===== src/rtl/out_pcm_pkg.sv =====
// Shared types and constants for the OUT_PCM channel scheduler.
// FSM encodings are plain 2-bit constants so legacy code can compare against them.
package out_pcm_pkg;

  localparam int SR_W = 16;
  localparam int SE_W = 15;
  localparam int Y_W  = 13;
  localparam int I_W  = 5;

  localparam logic [1:0] IDLE  = 2'd0;
  localparam logic [1:0] GRANT = 2'd1;
  localparam logic [1:0] EVAL  = 2'd2;
  localparam logic [1:0] OUT   = 2'd3;

  typedef struct packed {
    logic [SR_W-1:0] sr;
    logic [SE_W-1:0] se;
    logic [Y_W-1:0]  y;
    logic [I_W-1:0]  i;
    logic            law;
    logic [1:0]      rate;
  } operands_t;

endpackage


===== src/rtl/out_pcm_rr_arb.sv =====
// Combinational round-robin arbiter: the first requester at or after ptr wins.
module out_pcm_rr_arb #(
  parameter int NCH  = 4,
  parameter int CH_W = $clog2(NCH)
) (
  input  logic [NCH-1:0]  req,
  input  logic [CH_W-1:0] ptr,
  output logic [NCH-1:0]  grant,
  output logic [CH_W-1:0] grant_ch,
  output logic            any
);

  int j;

  // Scan from the farthest offset down so the nearest requester is assigned last.
  always_comb begin
    any      = 1'b0;
    grant_ch = '0;
    j        = 0;
    for (int k = NCH - 1; k >= 0; k--) begin
      j = int'(ptr) + k;
      if (j >= NCH) j = j - NCH;
      if (req[j[CH_W-1:0]]) begin
        any      = 1'b1;
        grant_ch = j[CH_W-1:0];
      end
    end
  end

  for (genvar gi = 0; gi < NCH; gi++) begin : g_grant
    assign grant[gi] = any && (grant_ch == CH_W'(gi));
  end

endmodule


===== src/rtl/out_pcm_sched.sv =====
// Shares one OUT_PCM datapath across NCH channels: arbitrate, load operands,
// wait EVAL_CYC cycles for the multicycle path, then hand SD downstream.
module out_pcm_sched
  import out_pcm_pkg::*;
#(
  parameter int NCH      = 4,
  parameter int EVAL_CYC = 2,
  localparam int CH_W    = $clog2(NCH)
) (
  input  logic            CLK,
  input  logic            RESET_N,
  input  logic [NCH-1:0]  REQ,
  output logic [NCH-1:0]  ACK,
  output logic [CH_W-1:0] ACK_CH,
  input  logic [15:0]     SR_IN,
  input  logic [14:0]     SE_IN,
  input  logic [12:0]     Y_IN,
  input  logic [4:0]      I_IN,
  input  logic            CFG_WE,
  input  logic [CH_W-1:0] CFG_CH,
  input  logic            CFG_LAW,
  input  logic [1:0]      CFG_RATE,
  output logic [15:0]     SR,
  output logic [14:0]     SE,
  output logic [12:0]     Y,
  output logic [4:0]      I,
  output logic            LAW,
  output logic [1:0]      RATE,
  input  logic [7:0]      SD,
  output logic [7:0]      SD_OUT,
  output logic [CH_W-1:0] SD_CH,
  output logic            SD_VALID,
  input  logic            SD_READY
);

  logic [1:0]           state_reg;
  logic [CH_W-1:0]      ptr_reg;
  logic [NCH-1:0]       ack_reg;
  logic [CH_W-1:0]      ack_ch_reg;
  operands_t            op_reg;
  logic [7:0]           sd_out_reg;
  logic [CH_W-1:0]      sd_ch_reg;
  logic                 sd_valid_reg;
  logic [3:0]           cnt_reg;
  logic [NCH-1:0]       cfg_law_reg;
  logic [NCH-1:0][1:0]  cfg_rate_reg;

  logic [NCH-1:0]  busy_mask;
  logic [NCH-1:0]  arb_grant;
  logic [CH_W-1:0] arb_ch;
  logic            arb_any;
  logic            grant_fire;

  // The channel whose word sits in OUT must not be reissued on its own accept edge.
  for (genvar gi = 0; gi < NCH; gi++) begin : g_busy
    assign busy_mask[gi] = (state_reg == OUT) && (ack_ch_reg == CH_W'(gi));
  end

  out_pcm_rr_arb #(.NCH(NCH), .CH_W(CH_W)) u_arb (
    .req      (REQ & ~busy_mask),
    .ptr      (ptr_reg),
    .grant    (arb_grant),
    .grant_ch (arb_ch),
    .any      (arb_any)
  );

  assign grant_fire = arb_any && ((state_reg == IDLE) || ((state_reg == OUT) && SD_READY));

  always_ff @(posedge CLK) begin
    if (!RESET_N) begin
      state_reg    <= IDLE;
      ptr_reg      <= '0;
      ack_reg      <= '0;
      ack_ch_reg   <= '0;
      op_reg       <= '0;
      sd_out_reg   <= '0;
      sd_ch_reg    <= '0;
      sd_valid_reg <= 1'b0;
      cnt_reg      <= '0;
      cfg_law_reg  <= '0;
      cfg_rate_reg <= '0;
    end else begin
      ack_reg <= '0;
      for (int k = 0; k < NCH; k++) begin
        if (CFG_WE && (CFG_CH == CH_W'(k))) begin
          cfg_law_reg[k]  <= CFG_LAW;
          cfg_rate_reg[k] <= CFG_RATE;
        end
      end
      case (state_reg)
        GRANT: begin
          op_reg    <= '{sr: SR_IN, se: SE_IN, y: Y_IN, i: I_IN,
                         law: cfg_law_reg[ack_ch_reg], rate: cfg_rate_reg[ack_ch_reg]};
          cnt_reg   <= '0;
          state_reg <= EVAL;
        end
        EVAL: begin
          cnt_reg <= cnt_reg + 4'd1;
          if (cnt_reg + 4'd1 == 4'(EVAL_CYC)) begin
            sd_out_reg   <= SD;
            sd_ch_reg    <= ack_ch_reg;
            sd_valid_reg <= 1'b1;
            state_reg    <= OUT;
          end
        end
        OUT: begin
          if (SD_READY) begin
            sd_valid_reg <= 1'b0;
            state_reg    <= IDLE;
          end
        end
        default: ;
      endcase
      // Going straight from OUT to GRANT avoids an idle bubble between words.
      if (grant_fire) begin
        state_reg  <= GRANT;
        ack_reg    <= arb_grant;
        ack_ch_reg <= arb_ch;
        ptr_reg    <= (arb_ch == CH_W'(NCH - 1)) ? '0 : arb_ch + CH_W'(1);
      end
    end
  end

  assign ACK      = ack_reg;
  assign ACK_CH   = ack_ch_reg;
  assign SR       = op_reg.sr;
  assign SE       = op_reg.se;
  assign Y        = op_reg.y;
  assign I        = op_reg.i;
  assign LAW      = op_reg.law;
  assign RATE     = op_reg.rate;
  assign SD_OUT   = sd_out_reg;
  assign SD_CH    = sd_ch_reg;
  assign SD_VALID = sd_valid_reg;

endmodule

===== config.mk =====
export PLATFORM = sky130hd
export DESIGN_NAME = out_pcm_sched
export DESIGN_NICKNAME = d
export VERILOG_FILES = /design/src/rtl/out_pcm_pkg.sv /design/src/rtl/out_pcm_rr_arb.sv /design/src/rtl/out_pcm_sched.sv
export SDC_FILE = /design/constraint.sdc
export NUM_CORES = 1
export LEC_CHECK = 0
export CAP_MARGIN = 30
export CORE_MARGIN = 2
export CORE_UTILIZATION = 25
export CTS_BUF_LIST = sky130_fd_sc_hd__clkbuf_2
export DETAILED_ROUTE_END_ITERATION = 8
export PLACE_DENSITY = 0.51
export SLEW_MARGIN = 20
export SYNTH_ARGS = -nofsm -noshare
export SYNTH_HDL_FRONTEND = slang
export SYNTH_HIERARCHICAL = 1
export SYNTH_SLANG_ARGS = --single-unit
export TNS_END_PERCENT = 50

===== constraint.sdc =====
create_clock -name CLK -period 2.1 [get_ports CLK]
set_input_delay 0.21 -clock CLK [delete_from_list [all_inputs] [get_ports CLK]]
set_output_delay 0.21 -clock CLK [all_outputs]
set_load 0.1 [all_outputs]

== Yosys cells after proc, flatten, opt, wreduce, memory -nomap -nowiden ==
Index checks and enable logic that the tools add are counted.

* Add/subtract/negate cells: 9
* Multipliers: 0
* Div/mod/pow operators: 0
* Magnitude comparators: 9
* Eq/ne operators: 17
* Shift operators: 0
* Multiplexer cells: 33
* Bitwise gates (word level): 3
* Reductions and logical operators: 29

{| class="wikitable"
|+ Operator list
! kind !! count
|-
| 2-bit two-way mux || 12
|-
| 2-bit equality test, second input constant || 8
|-
| 2-bit by 3-bit less-than comparator with 1-bit output, second input constant || 5
|-
| 1-bit logical AND || 14
|-
| 1-bit two-way mux || 12
|-
| 1-bit binary-select mux with 2-bit select || 5
|-
| 3-bit greater-or-equal comparator, second input constant || 3
|-
| 3-bit AND reduction || 3
|-
| 2-bit by 1-bit equality test with 1-bit output, second input constant || 4
|-
| 2-bit zero test || 4
|-
| 4-bit one-hot mux with 2 select lines || 1
|-
| 2-bit by 1-bit subtractor with 2-bit output, second input constant || 4
|-
| 2-bit by 2-bit adder with 3-bit output, second input constant || 2
|-
| 3-bit inequality test, second input constant || 2
|-
| 2-bit one-hot mux with 3 select lines || 1
|-
| 4-bit by 1-bit adder with 4-bit output, second input constant || 1
|-
| 4-bit AND || 1
|-
| 2-bit binary-select mux with 2-bit select || 1
|-
| 4-bit by 2-bit equality test with 1-bit output, second input constant || 1
|-
| 2-bit inequality test, second input constant || 2
|-
| 4-bit inverter || 1
|-
| 2-bit AND reduction || 2
|-
| 2-bit nonzero test || 2
|-
| 4-bit nonzero test || 1
|-
| other kinds (8) || 8
|}

* Flip-flop bits (word level): 89
* Bits in latches: 0
* RAM bits: 0
* Bits in read-only memories: 0
* Bits of input ports: 70
* Output and inout port bits: 69
* Word-level logic and storage cells: 123
* Memories kept: 0

== Longest topological paths before layout ==
Gate-level depths: netlist of the first run.

* Depth in word-level cells: 13
* Mapped depth: 10

== Modules after synthesis ==
The synthesis of the first run kept the hierarchy.

{| class="wikitable"
|+ Modules (own cells, without submodules)
! module !! instances !! cells an instance !! area each (um^2) !! sequential area each (um^2)
|-
| out_pcm_sched || 1 || 343 || 3510.9 || 1781.7
|-
| out_pcm_rr_arb || 1 || 33 || 211.5 || 0.0
|}

== Least setup slack after synthesis of the first run ==
Ideal clock, no wire load.

* Path kind: register to register
* Start: reg ack_ch_reg[1] (netlist: ACK_CH[1])
* End: reg ptr_reg[1]
* Setup time: 117 ps
* Arrival: 2634 ps
* Slack: -651 ps
* Stages on the path, launching flop included: 10
* Period minus slack after synthesis: 2751 ps
* Path through: dfxtp_1 clkbuf_1 inv_1 o31a_1 buf_6 mux2i_1 o22ai_1 a31oi_1 ha_1 a22o_1

* Word-level cells in the longest chain between the ends: 12

{| class="wikitable"
|+ RTL lines
! item !! RTL line !! source
|-
| start, declared || out_pcm_sched.sv:39 || <nowiki>logic [CH_W-1:0] ack_ch_reg;</nowiki>
|-
| start signal, assigned || out_pcm_sched.sv:118 || <nowiki>ack_ch_reg <= arb_ch;</nowiki>
|-
| 2-bit by 1-bit equality test with 1-bit output, or another cell as far along || out_pcm_sched.sv:56 || <nowiki>assign busy_mask[gi] = (state_reg == OUT) && (ack_ch_reg == CH_W'(gi));</nowiki>
|-
| 1-bit logical AND || out_pcm_sched.sv:56 ||
|-
| 4-bit inverter (*) || out_pcm_sched.sv:60 || <nowiki>.req (REQ & ~busy_mask),</nowiki>
|-
| 4-bit AND (*) || out_pcm_sched.sv:60 ||
|-
| 1-bit binary-select mux with 2-bit select || out_pcm_rr_arb.sv:23 || <nowiki>if (req[j[CH_W-1:0]]) begin</nowiki>
|-
| 1-bit two-way mux (implied by the code) || out_pcm_rr_arb.sv:23 ||
|-
| 2-bit two-way mux (3 in series) || out_pcm_rr_arb.sv:23 ||
|-
| 2-bit two-way mux (*) || out_pcm_rr_arb.sv:23 ||
|-
| named net arb_ch[0] || out_pcm_sched.sv:50 || <nowiki>logic [CH_W-1:0] arb_ch;</nowiki>
|-
| 2-bit by 1-bit adder with 2-bit output / 2-bit equality test (equally long branches) || out_pcm_sched.sv:119 || <nowiki>ptr_reg <= (arb_ch == CH_W'(NCH - 1)) ? '0 : arb_ch + CH_W'(1);</nowiki>
|-
| 2-bit two-way mux (*) || out_pcm_sched.sv:119 ||
|-
| end signal, assigned || out_pcm_sched.sv:119 ||
|-
| end, declared || out_pcm_sched.sv:37 || <nowiki>logic [CH_W-1:0] ptr_reg;</nowiki>
|}

Mark *: on every way through the listed nets, which the timed path passes. The rest lies on a longest branch. The select of a mux whose other input is x is not followed.
A chain may end at the register's enable or synchronous reset.

== Worst setup path in the final report of the first run ==
* Start: reg state_reg[0]
* End: reg ptr_reg[1]

* Word-level cells in the longest chain between the ends: 12

{| class="wikitable"
|+ RTL lines
! item !! RTL line !! source
|-
| start, declared || out_pcm_sched.sv:36 || <nowiki>logic [1:0] state_reg;</nowiki>
|-
| start signal, assigned || out_pcm_sched.sv:71 || <nowiki>state_reg <= IDLE;</nowiki>
|-
| start signal, assigned || out_pcm_sched.sv:95 || <nowiki>state_reg <= EVAL;</nowiki>
|-
| start signal, assigned || out_pcm_sched.sv:103 || <nowiki>state_reg <= OUT;</nowiki>
|-
| 2-bit equality test (*) || out_pcm_sched.sv:56 ||
|-
| 1-bit logical AND || out_pcm_sched.sv:56 ||
|-
| 4-bit inverter (*) || out_pcm_sched.sv:60 ||
|-
| 4-bit AND (*) || out_pcm_sched.sv:60 ||
|-
| 1-bit binary-select mux with 2-bit select || out_pcm_rr_arb.sv:23 ||
|-
| 1-bit two-way mux (implied by the code) || out_pcm_rr_arb.sv:23 ||
|-
| 2-bit two-way mux (3 in series) || out_pcm_rr_arb.sv:23 ||
|-
| 2-bit two-way mux (*) || out_pcm_rr_arb.sv:23 ||
|-
| named net arb_ch[0] || out_pcm_sched.sv:50 ||
|-
| 2-bit by 1-bit adder with 2-bit output / 2-bit equality test (equally long branches) || out_pcm_sched.sv:119 ||
|-
| 2-bit two-way mux (*) || out_pcm_sched.sv:119 ||
|}

Marks and branches as above.

==> results.md, run 1 <==
* Largest net degree at the start of global routing at 68
* Number of synthesized flops with an enable pin at 0
* Critical Path Start: state_reg[0]$_SDFFE_PN0P_
* CP endpoint kind: flop
* ANT nets after route at 0
* CP peak stage delay at 380 ps
* Post-Layout Cell Count at 707
* Setup violations, final at 0
* Placed Cells at 688
* Leak at 2.271 nW
* Reg-to-reg endpoint: ptr_reg[1]$_SDFFE_PN0P_
* Total power at 6.919 mW
* CP Class: reg -> reg
* Least-Margin Pin Slew at 390.0 ps
* Clock buffer count from CTS at 9
* Seq pwr share at 0.321
* Clock sink total at 89
* Setup crit end: ptr_reg[1]$_SDFFE_PN0P_
* Fillers at 1,477
* Post-synthesis sequential area ratio at 0.4787
* Async SR Flop Fraction at 0
* Area occupied by registers at 1792 um^2
* Number of remaining DRC errors at 0
* Final Skew at 32.69 ps
* Core Box Area at 14,530 um^2
* Unique masters post-synth at 39
* Crit-path cells: ha_2, inv_2, o31a_1, mux2i_1, o22ai_1, a31oi_2, ha_1, a22o_1
* Share of cells above drive strength 1 at 0.2280
* Cells after synthesis at 376
* H-tree Lvls at 3
* Die X at 126.0 um
* Die Area at 15,880 um^2
* P&R area growth vs syn at 42.25%
* Fin crit share at 0.9614
* Status: finished, final reports clean
* Switching share of power at 0.5195
* Synthesis Warnings at 6
* Max-cap violations at 0
* Total track usage at 0.1185
* DP Area at 5171 um^2
* Setup ws final at 81.16 ps
* Avg Cell Area, Syn at 9.900 um^2
* Final Cell Area at 5295 um^2
* Layout Nets at 595
* Max VDD drop at 0.0005012 V
* Main synth FF type: dfxtp_1
* WL/cell at 12.98 um
* WL final at 9175 um
* PortBufs at 138
* Worst path slowest cell: dfxtp_2
* Slew margin rel. at 0.7397
* Power share of the combinational group at 0.571
* Power Density at 1307 nW/um^2
* R2r startpoint: state_reg[0]$_SDFFE_PN0P_
* Row cnt at 44
* Root Driver: clkbuf_2
* DRT Pass-1 Iters at 4
* Hpwl dp at 6496 um
* Die height at 126.0 um
* GP Congestion at 0.7769
* WP data arrival at 2480 ps
* Yosys reg bits at 89
* Synthesized area at 3722 um^2
* Fmax achieved at 495.3 MHz
* Congestion Overflow GR at 0
* Most frequent cells in the layout: dfxtp_1 (85), buf_4 (83), mux2i_1 (78), nor2_1 (77), clkdlybuf4s50_1 (69)
* Initial Utilization at 0.2561
* Setup total negative slack at 0 ps
* Worst endpoint required time at 2560 ps
* Reg2Reg Depth at 8
* Clock buffer depth at 2
* Vias/cell at 4.344
* Final hold slack at 162.6 ps
* Reg2reg setup slack at 80 ps
* Fin crit period at 2019 ps
* Max FFs per register at 16
* Hold Path Class: in -> reg
* First-pass GRT wire length at 14,970 um
* Clock power share at 0.108
* Internal Power at 3.325 mW
* Reg clk slew, reported paths at 220 ps
* 1st-iter DRT viols at 116
* CTS Hold Bufs at 0
* CP Max Fanout at 4
* Net Count, Synth at 453
* Initial antenna violation count at 1
* Routed vias at 3,071
* Later-pin clock latency in the skew report at 580 ps
* Multi-input logic area at 1788 um^2
* Vias in the first global route at 2,992
* CTS tree: built
* Most common cell after layout, fill and taps aside: dfxtp_1
* Switch Pwr at 3.594 mW
* IO Count at 139
* Final Hold Fails at 0
* Pre-CTS setup slack at -7.309 ps
* CP startpoint kind: flop
* Final design utilization at 0.3643
* Count of pins over their slew limit at 0
[power by group through the flow]
| stage | registers (mW) | clock network (mW) | logic (mW) |
|---|---|---|---|
| finish | 2.22 | 0.745 | 3.95 |
| global route | 2.28 | 0.888 | 4.16 |
| global placement | 2.26 | 0 | 3.94 |
| floorplan | 4.08 | 0 | 1.24 |
| CTS | 2.23 | 0.823 | 3.97 |
| detailed placement | 2.26 | 0 | 3.96 |
[layout make-up]
type | instances | area share
antenna | 1 | 0.0004726
clock buffer | 10 | 0.009452
clock inverter | 5 | 0.006380
inverter | 12 | 0.008507
multi-input combinational | 252 | 0.3377
sequential | 89 | 0.3384
tap | 184 | 0.04348
timing repair buffer | 154 | 0.2557
[how the worst min path moves through the flow]
stage | from | end | cells after the start
after detailed placement | SD_OUT[4]$_SDFFE_PN0P_ | SD_OUT[4]$_SDFFE_PN0P_ | 2
after floorplan | SD[0] | SD_OUT[0]$_SDFFE_PN0P_ | 2
after global routing | SD[3] | SD_OUT[3]$_SDFFE_PN0P_ | 3
after CTS | SD[3] | SD_OUT[3]$_SDFFE_PN0P_ | 3
final | SD[3] | SD_OUT[3]$_SDFFE_PN0P_ | 3
after global placement | SD_OUT[0]$_SDFFE_PN0P_ | SD_OUT[0]$_SDFFE_PN0P_ | 2
[timing repair]
item                                    in CTS  in global routing
setup buffers                                2                  1
pin swaps                                    1                  2
endpoints found under the setup margin       1                 10
resized for setup                            0                  8
[kinds of logic after synthesis]
family	Yosys count	synth area share
AO/OA/AOI/OAI	39	0.07899
adder cells (fa/ha/maj)	7	0.02353
buffers and inverters	35	0.04773
flip-flops	89	0.4787
multiplexers	81	0.2279
AND/OR/NAND/NOR	125	0.1432
[layer usage]
layer	up-vias	global-route usage	share of wire
li1	1562	-	-
met1	1400	0.1508	0.45
met2	91	0.1828	0.46
met3	18	0.03186	0.057
met4	0	0.06464	0.029
met5	-	0	0
[critical path: cells and delay by family (launching register included)]
kind / cells / cell delay, ps
AO/OA/AOI/OAI: 4 / 860
flip-flops: 1 / 380
multiplexers: 1 / 170
adder cells (fa/ha/maj): 2 / 450
buffers and inverters: 1 / 50
[cells in the mapped netlist, types with 2 or more instances]
| master | count | area, um^2 |
|---|---|---|
| a21boi_0 | 3 | 22.52 |
| a21oi_1 | 8 | 40.04 |
| a22o_1 | 5 | 43.79 |
| a31oi_1 | 2 | 12.51 |
| and2_1 | 7 | 43.79 |
| buf_2 | 5 | 25.02 |
| buf_4 | 2 | 15.01 |
| buf_6 | 2 | 22.52 |
| clkbuf_1 | 11 | 41.29 |
| dfxtp_1 | 89 | 1782 |
| ha_1 | 7 | 87.58 |
| inv_1 | 11 | 41.29 |
| mux2i_1 | 78 | 780.8 |
| mux4_2 | 3 | 67.56 |
| nand2_1 | 26 | 97.59 |
| nand3_1 | 3 | 15.01 |
| nand3b_1 | 2 | 15.01 |
| nor2_1 | 78 | 292.8 |
| nor2b_1 | 2 | 12.51 |
| nor3_1 | 2 | 10.01 |
| nor3b_1 | 2 | 15.01 |
| o21a_1 | 5 | 37.54 |
| o21ai_0 | 4 | 20.02 |
| o21ai_1 | 2 | 10.01 |
| o221a_2 | 2 | 22.52 |
| o31a_1 | 2 | 17.52 |
Power figures use the tool's default switching activity.
==> run 2, diff against run 1 <==
- PLACE_DENSITY: 0.51 -> 0.49
- RECOVER_POWER: unset -> 100
- clock period: 2.1 -> 2.15 ns (I/O delays scaled with it)
==> results.md, run 2 (synthesis results as in run 1) <==
* Status: finished, final reports clean
* Later-pin clock latency in the skew report at 570 ps (about the same)
* Worst endpoint required time at 2610 ps (+50 ps)
* Congestion Overflow GR at 0 (unchanged)
* WP data arrival at 2540 ps (+60 ps)
* Most frequent cells in the layout: dfxtp_1 (86), mux2i_1 (78), nor2_1 (78), clkbuf_2 (78), clkdlybuf4s50_1 (69)
* Post-Layout Cell Count at 702 (-0.71%)
* Worst path slowest cell: dfxtp_2
* Max VDD drop at 0.0004478 V (-11%)
* IO Count at 139 (unchanged)
* Reg2Reg Depth at 8 (unchanged)
* Least-Margin Pin Slew at 705.5 ps (+315.5 ps)
* Clock sink total at 89 (unchanged)
* P&R area growth vs syn at 35.87%
* Total power at 6.658 mW (-3.8%)
* Final Skew at 39.08 ps (+6.386 ps)
* Row cnt at 44 (unchanged)
* Reg clk slew, reported paths at 230 ps (about the same)
* Multi-input logic area at 1755 um^2 (-1.8%)
* Initial antenna violation count at 1 (unchanged)
* Final design utilization at 0.3480 (-0.01636)
* Number of remaining DRC errors at 0 (unchanged)
* CP startpoint kind: flop
* Root Driver: clkbuf_2
* Die Area at 15,880 um^2 (unchanged)
* Fmax achieved at 481.9 MHz (-2.7%)
* CP Max Fanout at 8 (+4)
* Hold Path Class: in -> reg
* Pre-CTS setup slack at 65.61 ps (+72.92 ps)
* PortBufs at 138 (unchanged)
* Fillers at 1,520 (+2.9%)
* Total track usage at 0.1185 (about the same)
* GP Congestion at 0.7087 (-8.8%)
* WL/cell at 13.47 um (+3.8%)
* Count of pins over their slew limit at 0 (unchanged)
* Setup ws final at 74.92 ps (-6.247 ps)
* ANT nets after route at 0 (unchanged)
* CP Class: reg -> reg
* Largest net degree at the start of global routing at 66 (-2.9%)
* RSZ-0062 raised after global routing: true
* Share of cells above drive strength 1 at 0.2070 (-0.02101)
* Slew margin rel. at 0.5297 (-0.2100)
* Die X at 126.0 um (unchanged)
* Initial Utilization at 0.2561 (unchanged)
* Clock buffer depth at 2 (unchanged)
* Clock buffer count from CTS at 9 (unchanged)
* CP endpoint kind: flop
* Setup violations, final at 0 (unchanged)
* Fin crit share at 0.9652 (+0.003804)
* Cell mode on critical path: ha_1
* Hpwl dp at 6745 um (+3.8%)
* Max-cap violations at 0 (unchanged)
* Leak at 2.189 nW (-3.6%)
* Most common cell after layout, fill and taps aside: dfxtp_1
* Vias/cell at 4.353 (+0.22%)
* Fin crit period at 2075 ps (+56.25 ps)
* CTS tree: built
* Routed vias at 3,056 (-0.49%)
* Vias in the first global route at 3,004 (+0.40%)
* Final Hold Fails at 0 (unchanged)
* H-tree Lvls at 3 (unchanged)
* Layout Nets at 590 (-0.84%)
* Final hold slack at 177.8 ps (+15.21 ps)
* Max FFs per register at 16 (unchanged)
* Power Density at 1317 nW/um^2 (+0.75%)
* Die height at 126.0 um (unchanged)
* Hold depth at 3 (unchanged)
* CP peak stage delay at 370 ps (about the same)
* DRT Pass-1 Iters at 4 (unchanged)
* Area occupied by registers at 1790 um^2 (about the same)
* WL final at 9459 um (+3.1%)
* Core Box Area at 14,530 um^2 (unchanged)
* Crit-path cells: ha_1, inv_2, o31a_1, a21oi_1, o21ai_1, o2bb2a_1, ha_1, a22o_1
* 1st-iter DRT viols at 105 (-9.5%)
* Placed Cells at 685 (-0.44%)
* First-pass GRT wire length at 15,050 um (+0.55%)
run 2: repair_timing:
action | in CTS | in global routing
gates resized for setup | 0 | 4
buffers inserted | 0 | 1
setup endpoints to repair | 0 | 9
hold buffers | 0 | 0
run 2: final timing paths:
check                                 start  slack, ps                 endpoint
hold reg to reg      SD_OUT[6]$_SDFFE_PN0P_        470   SD_OUT[6]$_SDFFE_PN0P_
hold / removal                        SD[6]        180   SD_OUT[6]$_SDFFE_PN0P_
setup / recovery  state_reg[0]$_SDFFE_PN0P_         70  ptr_reg[1]$_SDFFE_PN0P_
setup reg to reg  state_reg[0]$_SDFFE_PN0P_         70  ptr_reg[1]$_SDFFE_PN0P_
run 2: cell type report:
cell class,instances,area share
antenna,1,0.0004948
clock inverter,6,0.01138
multi-input combinational,252,0.3471
inverter,12,0.008906
timing repair buffer,149,0.2237
tap,184,0.04552
sequential,89,0.3540
clock buffer,9,0.008906
run 2: power breakdown:
group          leakage [nW]  switching (mW)  internal (mW)
Clock                0.0637           0.588          0.256
Sequential            0.729           0.225           1.96
Combinational          1.40            2.70          0.930
run 2: metrics by stage:
stage	area, um^2	TNS (ps)
after floorplan	3741	0
after global placement	5149	0
after detailed placement	5149	0
after global routing	5057	-149.6
after CTS	5251	0
final	5057	0
run 2: critical path, delay by kind of cell, from the launching register on:
family                   cells  cell delay, ps
buffers and inverters        1              90
adder cells (fa/ha/maj)      2             520
AO/OA/AOI/OAI                5            1000
flip-flops                   1             370
run 2: layer usage:
layer,GRT usage,share of wire,vias up
met5,0,0,-
met4,0.06399,0.027,0
met3,0.02464,0.049,18
met2,0.1837,0.45,94
met1,0.1545,0.47,1398
li1,-,-,1546
==> run 3, diff against run 2 <==
- PLACE_DENSITY: 0.49 -> 0.51
- clock period: 2.15 -> 1.7 ns (I/O delays scaled with it)
==> results.md, run 3 (synthesis results as in run 1) <==
* Status: complete, but fails checks
* Failing checks: negative setup slack
* Worst path slowest cell: dfxtp_2
* Final hold slack at 115.0 ps (-62.81 ps)
* Root Driver: clkbuf_2
* Fin crit share at 1.125 (+0.1596)
* Clock buffer count from CTS at 9 (unchanged)
* Vias/cell at 4.337 (-0.36%)
* Final Cell Area at 5515 um^2 (+9.1%)
* Most frequent cells in the layout: dfxtp_1 (84), mux2i_1 (78), nor2_1 (76), clkdlybuf4s50_1 (68), clkbuf_4 (55)
* WP data arrival at 2400 ps (-140 ps)
* DRT Pass-1 Iters at 4 (unchanged)
* CP Class: reg -> reg
* CP Max Fanout at 4 (-4)
* Initial Utilization at 0.2561 (unchanged)
* Later-pin clock latency in the skew report at 570 ps (about the same)
* ANT nets after route at 0 (unchanged)
* P&R area growth vs syn at 48.17%
* Least-Margin Pin Slew at 763.3 ps (+57.85 ps)
* Slew margin rel. at 0.4911 (-0.03857)
* Post-Layout Cell Count at 726 (+3.4%)
* Core Box Area at 14,530 um^2 (unchanged)
* CP startpoint kind: flop
* Die X at 126.0 um (unchanged)
* Row cnt at 44 (unchanged)
* Total track usage at 0.1205 (+0.001999)
* Max-cap violations at 0 (unchanged)
* WL/cell at 13.29 um (-1.3%)
* Leak at 2.348 nW (+7.3%)
* Fillers at 1,492 (-1.8%)
* Clock buffer depth at 2 (unchanged)
* Fmax achieved at 523.0 MHz (+8.5%)
* First-pass GRT wire length at 15,400 um (+2.3%)
* Power share of the combinational group at 0.584 (+0.039)
* CP peak stage delay at 410 ps (+40 ps)
* Congestion Overflow GR at 0 (unchanged)
* Switching share of power at 0.5178 (-0.009658)
* Largest net degree at the start of global routing at 68 (+3.0%)
* Reg clk slew, reported paths at 260 ps (+30 ps)
* Clock power share at 0.110 (-0.017)
* 1st-iter DRT viols at 138 (+31%)
* Worst endpoint required time at 2180 ps (-430 ps)
* Setup ws final at -212.0 ps (-286.9 ps)
* Number of remaining DRC errors at 0 (unchanged)
* PortBufs at 138 (unchanged)
* GP Congestion at 0.7561 (+6.7%)
* Layout Nets at 613 (+3.9%)
* Power Density at 1598 nW/um^2 (+21%)
* CP endpoint kind: flop
* Hold Path Class: in -> reg
* Die height at 126.0 um (unchanged)
* Vias in the first global route at 3,103 (+3.3%)
* Setup total negative slack at -442.9 ps (-442.9 ps)
* CTS Hold Bufs at 0 (unchanged)
* Most common cell after layout, fill and taps aside: dfxtp_1
* Die Area at 15,880 um^2 (unchanged)
* Max FFs per register at 16 (unchanged)
* Fin crit period at 1912 ps (-163.1 ps)
* Crit-path cells: ha_4, inv_4, o31a_1, mux2i_1, o22ai_1, a31oi_1, ha_1, a22o_1
* Final Hold Fails at 0 (unchanged)
* Hpwl dp at 6927 um (+2.7%)
* Internal Power at 4.249 mW (+35%)
* Clock sink total at 89 (unchanged)
* RSZ-0062 raised after global routing: true
* Seq pwr share at 0.306 (-0.022)
* Switch Pwr at 4.563 mW (+30%)
* Max VDD drop at 0.0007188 V (+60%)
* H-tree Lvls at 3 (unchanged)
* WL final at 9652 um (+2.0%)
* Setup violations, final at 5 (+5)
* Routed vias at 3,149 (+3.0%)
* Share of cells above drive strength 1 at 0.2791 (+0.07215)
* Count of pins over their slew limit at 0 (unchanged)
* DP Area at 5374 um^2 (+4.4%)
* Initial antenna violation count at 1 (unchanged)
* Placed Cells at 701 (+2.3%)
* Final Skew at 24.43 ps (-14.65 ps)
* Total power at 8.813 mW (+32%)
* CTS tree: built
* IO Count at 139 (unchanged)
## run 3: stage by stage
stage	util	setup WS, ps
floorplan	-	-435.8
global placement	0.3697	-243.8
detailed placement	0.3697	-294.5
CTS	0.3803	-232.1
global route	0.3795	-322.5
finish	0.3795	-212.0
## run 3: path summary, 6_finish.rpt
path	start	endpoint	slack (ps)	depth (start not counted)
worst min-delay path	SD[6]	SD_OUT[6]$_SDFFE_PN0P_	110	3
worst min register to register	SD_OUT[0]$_SDFFE_PN0P_	SD_OUT[0]$_SDFFE_PN0P_	470	2
worst max-delay path	state_reg[0]$_SDFFE_PN0P_	ptr_reg[1]$_SDFFE_PN0P_	-210	8
worst max register to register	state_reg[0]$_SDFFE_PN0P_	ptr_reg[1]$_SDFFE_PN0P_	-210	8
## run 3: per-layer routing
layer | global-route usage | vias to the layer above | part of all wire
li1 | - | 1593 | -
met5 | 0 | - | 0
met2 | 0.1948 | 78 | 0.47
met4 | 0.06141 | 0 | 0.024
met1 | 0.1507 | 1464 | 0.46
met3 | 0.02719 | 14 | 0.051
## run 3: power groups by stage
stage / clock network [mW] / registers [mW] / logic [mW]
3_5_place_dp: 0 / 2.74 / 5.19
5_1_grt: 1.14 / 2.75 / 5.43
3_3_place_gp: 0 / 2.73 / 5.16
4_1_cts: 1.06 / 2.71 / 5.26
6_report: 0.967 / 2.70 / 5.15
2_1_floorplan: 0 / 5.04 / 1.59
## run 3: layout make-up
type	instances	area [um^2]	share of cell area
clock buffers	9	45.04	0.008167
repair buffers	170	1481	0.2686
flip-flops and latches	89	1793	0.3251
inverters	12	47.55	0.008621
well taps	184	230.2	0.04174
clock inverters	7	46.29	0.008394
diodes	1	2.502	0.0004537
multi-input cells	254	1869	0.3389
## run 3: critical path: cells and delay by family, from the launching register on
kind	cells	cell delay [ps]
adder cells (fa/ha/maj)	2	430
multiplexers	1	150
buffers and inverters	1	40
flip-flops	1	410
AO/OA/AOI/OAI	4	810
## run 3: timing repair
item	4_1_cts	5_1_grt
gates resized for setup	11	13
setup buffers	4	4
cloned	1	1
endpoints found under the setup margin	20	28
pin swaps	9	8
